## src/rtl/gated_shift_reg.sv

```systemverilog
// Gated shift/rotate/load/increment register with serial in/out and a saturating shift counter.
// Optional registered even-parity output is enabled by defining GATED_SHIFT_REG_PARITY_EN.
module gated_shift_reg #(
   parameter int          WIDTH  = 8,
   parameter logic [19:0] ID_NUM = 20'h65166
) (
   input  logic                       clk,
   input  logic                       clear,
   input  logic                       preset,
   input  logic                       en,
   input  logic [2:0]                 mode,
   input  logic [WIDTH-1:0]           ip0,
   input  logic [WIDTH-1:0]           ip1,
   input  logic                       ser_in,
   output logic [WIDTH-1:0]           op0,
   output logic [WIDTH-1:0]           op0bar,
   output logic                       ser_out,
   output logic                       word_done,
   output logic [$clog2(WIDTH+1)-1:0] shift_cnt,
   output logic [19:0]                id_num
`ifdef GATED_SHIFT_REG_PARITY_EN
   ,
   output logic                       parity
`endif
);

   localparam int CW = $clog2(WIDTH+1);
   localparam logic [CW-1:0]    CNT_MAX = CW'(WIDTH);
   localparam logic [CW-1:0]    CNT_ONE = CW'(1);
   localparam logic [WIDTH-1:0] ONE     = WIDTH'(1);

   localparam logic [2:0] MODE_HOLD = 3'b000;
   localparam logic [2:0] MODE_LOAD = 3'b001;
   localparam logic [2:0] MODE_SHL  = 3'b010;
   localparam logic [2:0] MODE_SHR  = 3'b011;
   localparam logic [2:0] MODE_ROL  = 3'b100;
   localparam logic [2:0] MODE_ROR  = 3'b101;
   localparam logic [2:0] MODE_INC  = 3'b110;

   logic [WIDTH-1:0] op_nxt;
   logic             ser_nxt;
   logic [CW-1:0]    cnt_nxt;
   logic             done_nxt;
   logic             is_shift;

   always_comb begin
      op_nxt   = op0;
      ser_nxt  = ser_out;
      cnt_nxt  = shift_cnt;
      is_shift = 1'b0;
      if (en) begin
         case (mode)
            MODE_LOAD: begin
               op_nxt  = ip0 & ip1;
               cnt_nxt = '0;
            end
            MODE_SHL: begin
               op_nxt   = {op0[WIDTH-2:0], ser_in};
               ser_nxt  = op0[WIDTH-1];
               is_shift = 1'b1;
            end
            MODE_SHR: begin
               op_nxt   = {ser_in, op0[WIDTH-1:1]};
               ser_nxt  = op0[0];
               is_shift = 1'b1;
            end
            MODE_ROL: begin
               op_nxt   = {op0[WIDTH-2:0], op0[WIDTH-1]};
               ser_nxt  = op0[WIDTH-1];
               is_shift = 1'b1;
            end
            MODE_ROR: begin
               op_nxt   = {op0[0], op0[WIDTH-1:1]};
               ser_nxt  = op0[0];
               is_shift = 1'b1;
            end
            MODE_INC: begin
               op_nxt  = op0 + ONE;
               cnt_nxt = '0;
            end
            default: begin
               op_nxt = op0;
            end
         endcase
      end
      if (is_shift && shift_cnt != CNT_MAX) begin
         cnt_nxt = shift_cnt + CNT_ONE;
      end
      // Pulse only on the edge that reaches WIDTH, never while already saturated.
      done_nxt = is_shift && (shift_cnt == CNT_MAX - CNT_ONE);
   end

   always_ff @(posedge clk) begin
      if (clear) begin
         op0       <= '0;
         ser_out   <= 1'b0;
         shift_cnt <= '0;
         word_done <= 1'b0;
      end else if (preset) begin
         op0       <= '1;
         ser_out   <= 1'b0;
         shift_cnt <= '0;
         word_done <= 1'b0;
      end else begin
         op0       <= op_nxt;
         ser_out   <= ser_nxt;
         shift_cnt <= cnt_nxt;
         word_done <= done_nxt;
      end
   end

`ifdef GATED_SHIFT_REG_PARITY_EN
   // Registered alongside op0 so it always describes the current op0 value.
   always_ff @(posedge clk) begin
      if (clear) begin
         parity <= 1'b0;
      end else if (preset) begin
         parity <= ^{WIDTH{1'b1}};
      end else begin
         parity <= ^op_nxt;
      end
   end
`endif

   assign op0bar = ~op0;
   assign id_num = ID_NUM;

   logic unused_mode_hold;
   assign unused_mode_hold = (MODE_HOLD == 3'b000);

endmodule

```

## config.mk

```make
export PLATFORM = sky130hd
export DESIGN_NAME = gated_shift_reg
export DESIGN_NICKNAME = d
export VERILOG_FILES = /design/src/rtl/gated_shift_reg.sv
export SDC_FILE = /design/constraint.sdc
export NUM_CORES = 1
export LEC_CHECK = 0
export BUFFER_PORTS_ARGS = -buffer_cell sky130_fd_sc_hd__buf_2
export CORE_MARGIN = 4
export CORE_UTILIZATION = 35
export DETAILED_ROUTE_END_ITERATION = 7
export GPL_ROUTABILITY_DRIVEN = 1
export PLACE_DENSITY_LB_ADDON = 0.3
export SLEW_MARGIN = 0
export SYNTH_ARGS = -nofsm -noshare
export SYNTH_HDL_FRONTEND = slang
export SYNTH_SLANG_ARGS = --single-unit
```

## constraint.sdc

```tcl
create_clock -name clk -period 3.3 [get_ports clk]
set_input_delay 0.495 -clock clk [delete_from_list [all_inputs] [get_ports clk]]
set_output_delay 0.495 -clock clk [all_outputs]
set_load 0.005 [all_outputs]
```

==> flow_summary_export.csv <==
group,metric,value,unit
clocking,tritoncts.num_buffers,3,
logic_synthesis,synth_seq_cells,14,
final_layout,fin_util,0.420,
route,antenna_left,0,
clocking,cts.root.buffer_cell,"clkbuf_4",
floorplan,std_cell_rows,21,
sta,final_max_slew_viols,0,
logic_synthesis,ys_seq_area_frac,0.224,
clocking,ctsHtreeMaxLevel,1,
critical_path,timing.critical_path.to_type,"register",
final_layout,flow.area_growth_from_synthesis,13.5,%
run_status,result_of_the_run,"complete, no violations",
sta,period_needed,1.78,ns
critical_path,worstSetupStartpointType,"input port",
clocking,cts_num_sinks,14,
power,vdd.ir_drop.worst,0.103,mV
clocking,clock_path_buffers,2,
route,dr_total_vias,1244,
critical_path,timing_worst_setup_path_type,"input port to register",
logic_synthesis,postSynthCellCount,168,
final_layout,area_of_combinational_cells_with_multiple_inputs,796,um^2
clocking,clock_tree_from_tritoncts,"yes",
logic_synthesis,main_combinational_cell_family_by_area_after_synthesis,"compound AO/OA/AOI/OAI gates",
logic_synthesis,syn-mean-instance-area,7.46,um^2
global_routing,residual_overflow_from_global_routing,0,
final_layout,final-seq-area,280,um^2
final_layout,finish.instance_area,0.00142,mm^2
sta,min_period_over_period,0.539,
floorplan,starting_density_of_the_core,0.370,
final_layout,fill_cells,367,
floorplan,core_area,0.00339,mm^2
sta,setup-violations-final,0,
sta,timing.fmax,562,MHz
global_routing,grt_util_all_layers,0.150,
floorplan,i_o_pin_count,66,
power,cellLeakagePower,0.646,nW
route,detail_route.drc_violations,0,
logic_synthesis,post_synth_num_cell_types,45,
sta,setup_total_negative_slack,0,ns
route,number_of_drc_violations_after_detailed_routing_iteration_0,58,
clocking,clkSlewWorstSetupHoldPaths,0.08,ns
clocking,ctsHoldBuffers,0,
route,first_pass_iters,4,
route,post_detailed_route_via_to_cell_ratio,4.96,
sta,timing_hold_violations_final,0,
floorplan,floorplan.die.height,67.9,um
logic_synthesis,compound_gate_portion_of_the_synthesized_area,0.270,
logic_synthesis,synthAdderAreaFrac,0.0299,
clocking,cts_resized,0,
sta,timing_worst_slew_pin_value,0.576,ns
global_routing,grt_start_max_net_pins,24,
route,routed_wirelength,3320,um
global_routing,number_of_antenna_violations_at_the_first_check_in_global_routing,0,
sta,rsz0062_at_grt,"no",
logic_synthesis,synth_async_sr_flop_share,0,
global_routing,wire_length_of_the_first_global_routing_pass,5220,um
final_layout,antenna_cells_inserted,0,
final_layout,share_of_post_route_cells_with_drive_strength_above_1,0.263,
power,p_per_area,307,mW/mm^2
clocking,number_of_buffers_added_for_setup_after_cts,0,
critical_path,critical_path_required,3.48,ns
logic_synthesis,synth_xor_area_frac,0.0549,
logic_synthesis,yosysWarnings,0,
place,placement.io_buffers,45,
clocking,worst_skew_pair.late_latency,0.29,ns
place,routability_congestion,0.823,
critical_path,critical_path_arrival,1.95,ns
route,routed_wire_length_per_instance,13.2,um
sta,timing.clock.skew,0.0175,ns
logic_synthesis,postSynth.topFlopCell,"dfxtp_1",
place,dpl_cell_area,0.00140,mm^2
min_path,hp-class,"input port to register",
sta,slew_headroom,0.615,
critical_path,path_max_fanout,13,
place,post-dp-hpwl,2590,um
global_routing,grt_pass1_vias,1115,
floorplan,die_x,67.9,um
logic_synthesis,muxShareOfSynthArea,0.00798,
logic_synthesis,synth_area,0.00125,mm^2
logic_synthesis,area_fraction_in_and_or_nand_and_nor_cells_after_synthesis,0.212,
final_layout,total_nets_final,234,
floorplan,die_ar,0.00460,mm^2
logic_synthesis,synth-edff-count,0,
job,max-cap-violations,0,
-- critical path, cell delays in order --
cell	delay, ns
buf_2	0.21
xor2_2	0.50
nand3_1	0.34
a21boi_2	0.23
xnor2_1	0.13
nor2_1	0.05
-- stage by stage --
step                hold WS, ns  power (W)  std cells  worst slack [ns]
detailed placement        0.499   0.000337        248              1.24
floorplan                 0.484   0.000304        186              1.68
finish                    0.462   0.000437        251              1.52
global placement          0.503   0.000338        248              1.28
CTS                       0.452   0.000441        251              1.54
global route              0.453   0.000469        251              1.36
-- sequential cells by signal, summed over array words and instances (netlist names) --
| signal | count |
|---|---|
| word_done | 1 |
| ser_out | 1 |
| shift_cnt | 4 |
| op0 | 8 |
-- final timing paths --
check | startpoint | to | slack (ns) | depth (start not counted)
max | mode[2] | shift_cnt[2] | 1.52 | 6
min | preset | ser_out | 0.46 | 2
max reg2reg | op0[0] | op0[4] | 1.67 | 6
min reg2reg | ser_out | ser_out | 0.51 | 2
-- cell usage in the layout, fill, tap and decap left out, types with 2 or more instances in the layout --
master     n
nor3_1     9
or3_1      2
a32oi_1    3
a221oi_1   2
a32o_1     3
dfxtp_1   14
nor2b_1    3
a211oi_1   3
nand2b_1   2
nor2_1    15
a21o_1     3
a311oi_1   4
nand3_1    6
buf_2     45
conb_1    20
a31oi_1    3
xnor2_1    5
a21oi_1    9
clkbuf_4   3
nand2_1   11
o21ai_0    6
inv_1     11
ha_1       3
-- per-layer routing --
layer | part of all wire | vias to the layer above | GRT usage
met5 | 0 | - | 0
met1 | 0.45 | 558 | 0.204
met2 | 0.45 | 48 | 0.235
li1 | - | 636 | -
met3 | 0.086 | 2 | 0.0312
met4 | 0.0072 | 0 | 0.0521
-- cells by family after synthesis --
group / after synthesis
compound gates: 46
other cells: 2
simple gates: 55
mux: 1
xor+xnor: 7
fa+ha+maj: 3
buf+inv: 40
flops: 14
-- Yosys cell counts, drive strengths merged (4+ instances only) --
master / number / area share
nand2: 11 / 0.033
o21ai: 7 / 0.028
nand3: 6 / 0.024
nor3: 9 / 0.036
buf: 27 / 0.16
xnor2: 5 / 0.035
nor2: 15 / 0.045
a311oi: 4 / 0.028
dfxtp: 14 / 0.22
a21oi: 10 / 0.043
inv: 11 / 0.033
-- report_power, final --
part           internal (W)  total [W]  leakage [nW]  switching, W
clock network     0.0000423   0.000103        0.0138     0.0000610
logic             0.0000582   0.000136         0.516     0.0000780
registers          0.000179   0.000197         0.116     0.0000181
total              0.000280   0.000437         0.646      0.000157
-- layout make-up --
type	count	area share
Multi-Input combinational cell	132	0.559
Sequential cell	14	0.197
Timing Repair Buffer	45	0.158
Tap cell	46	0.0405
Inverter	11	0.0290
Clock buffer	3	0.0158
No activity file was read; power rests on OpenSTA's default activity.
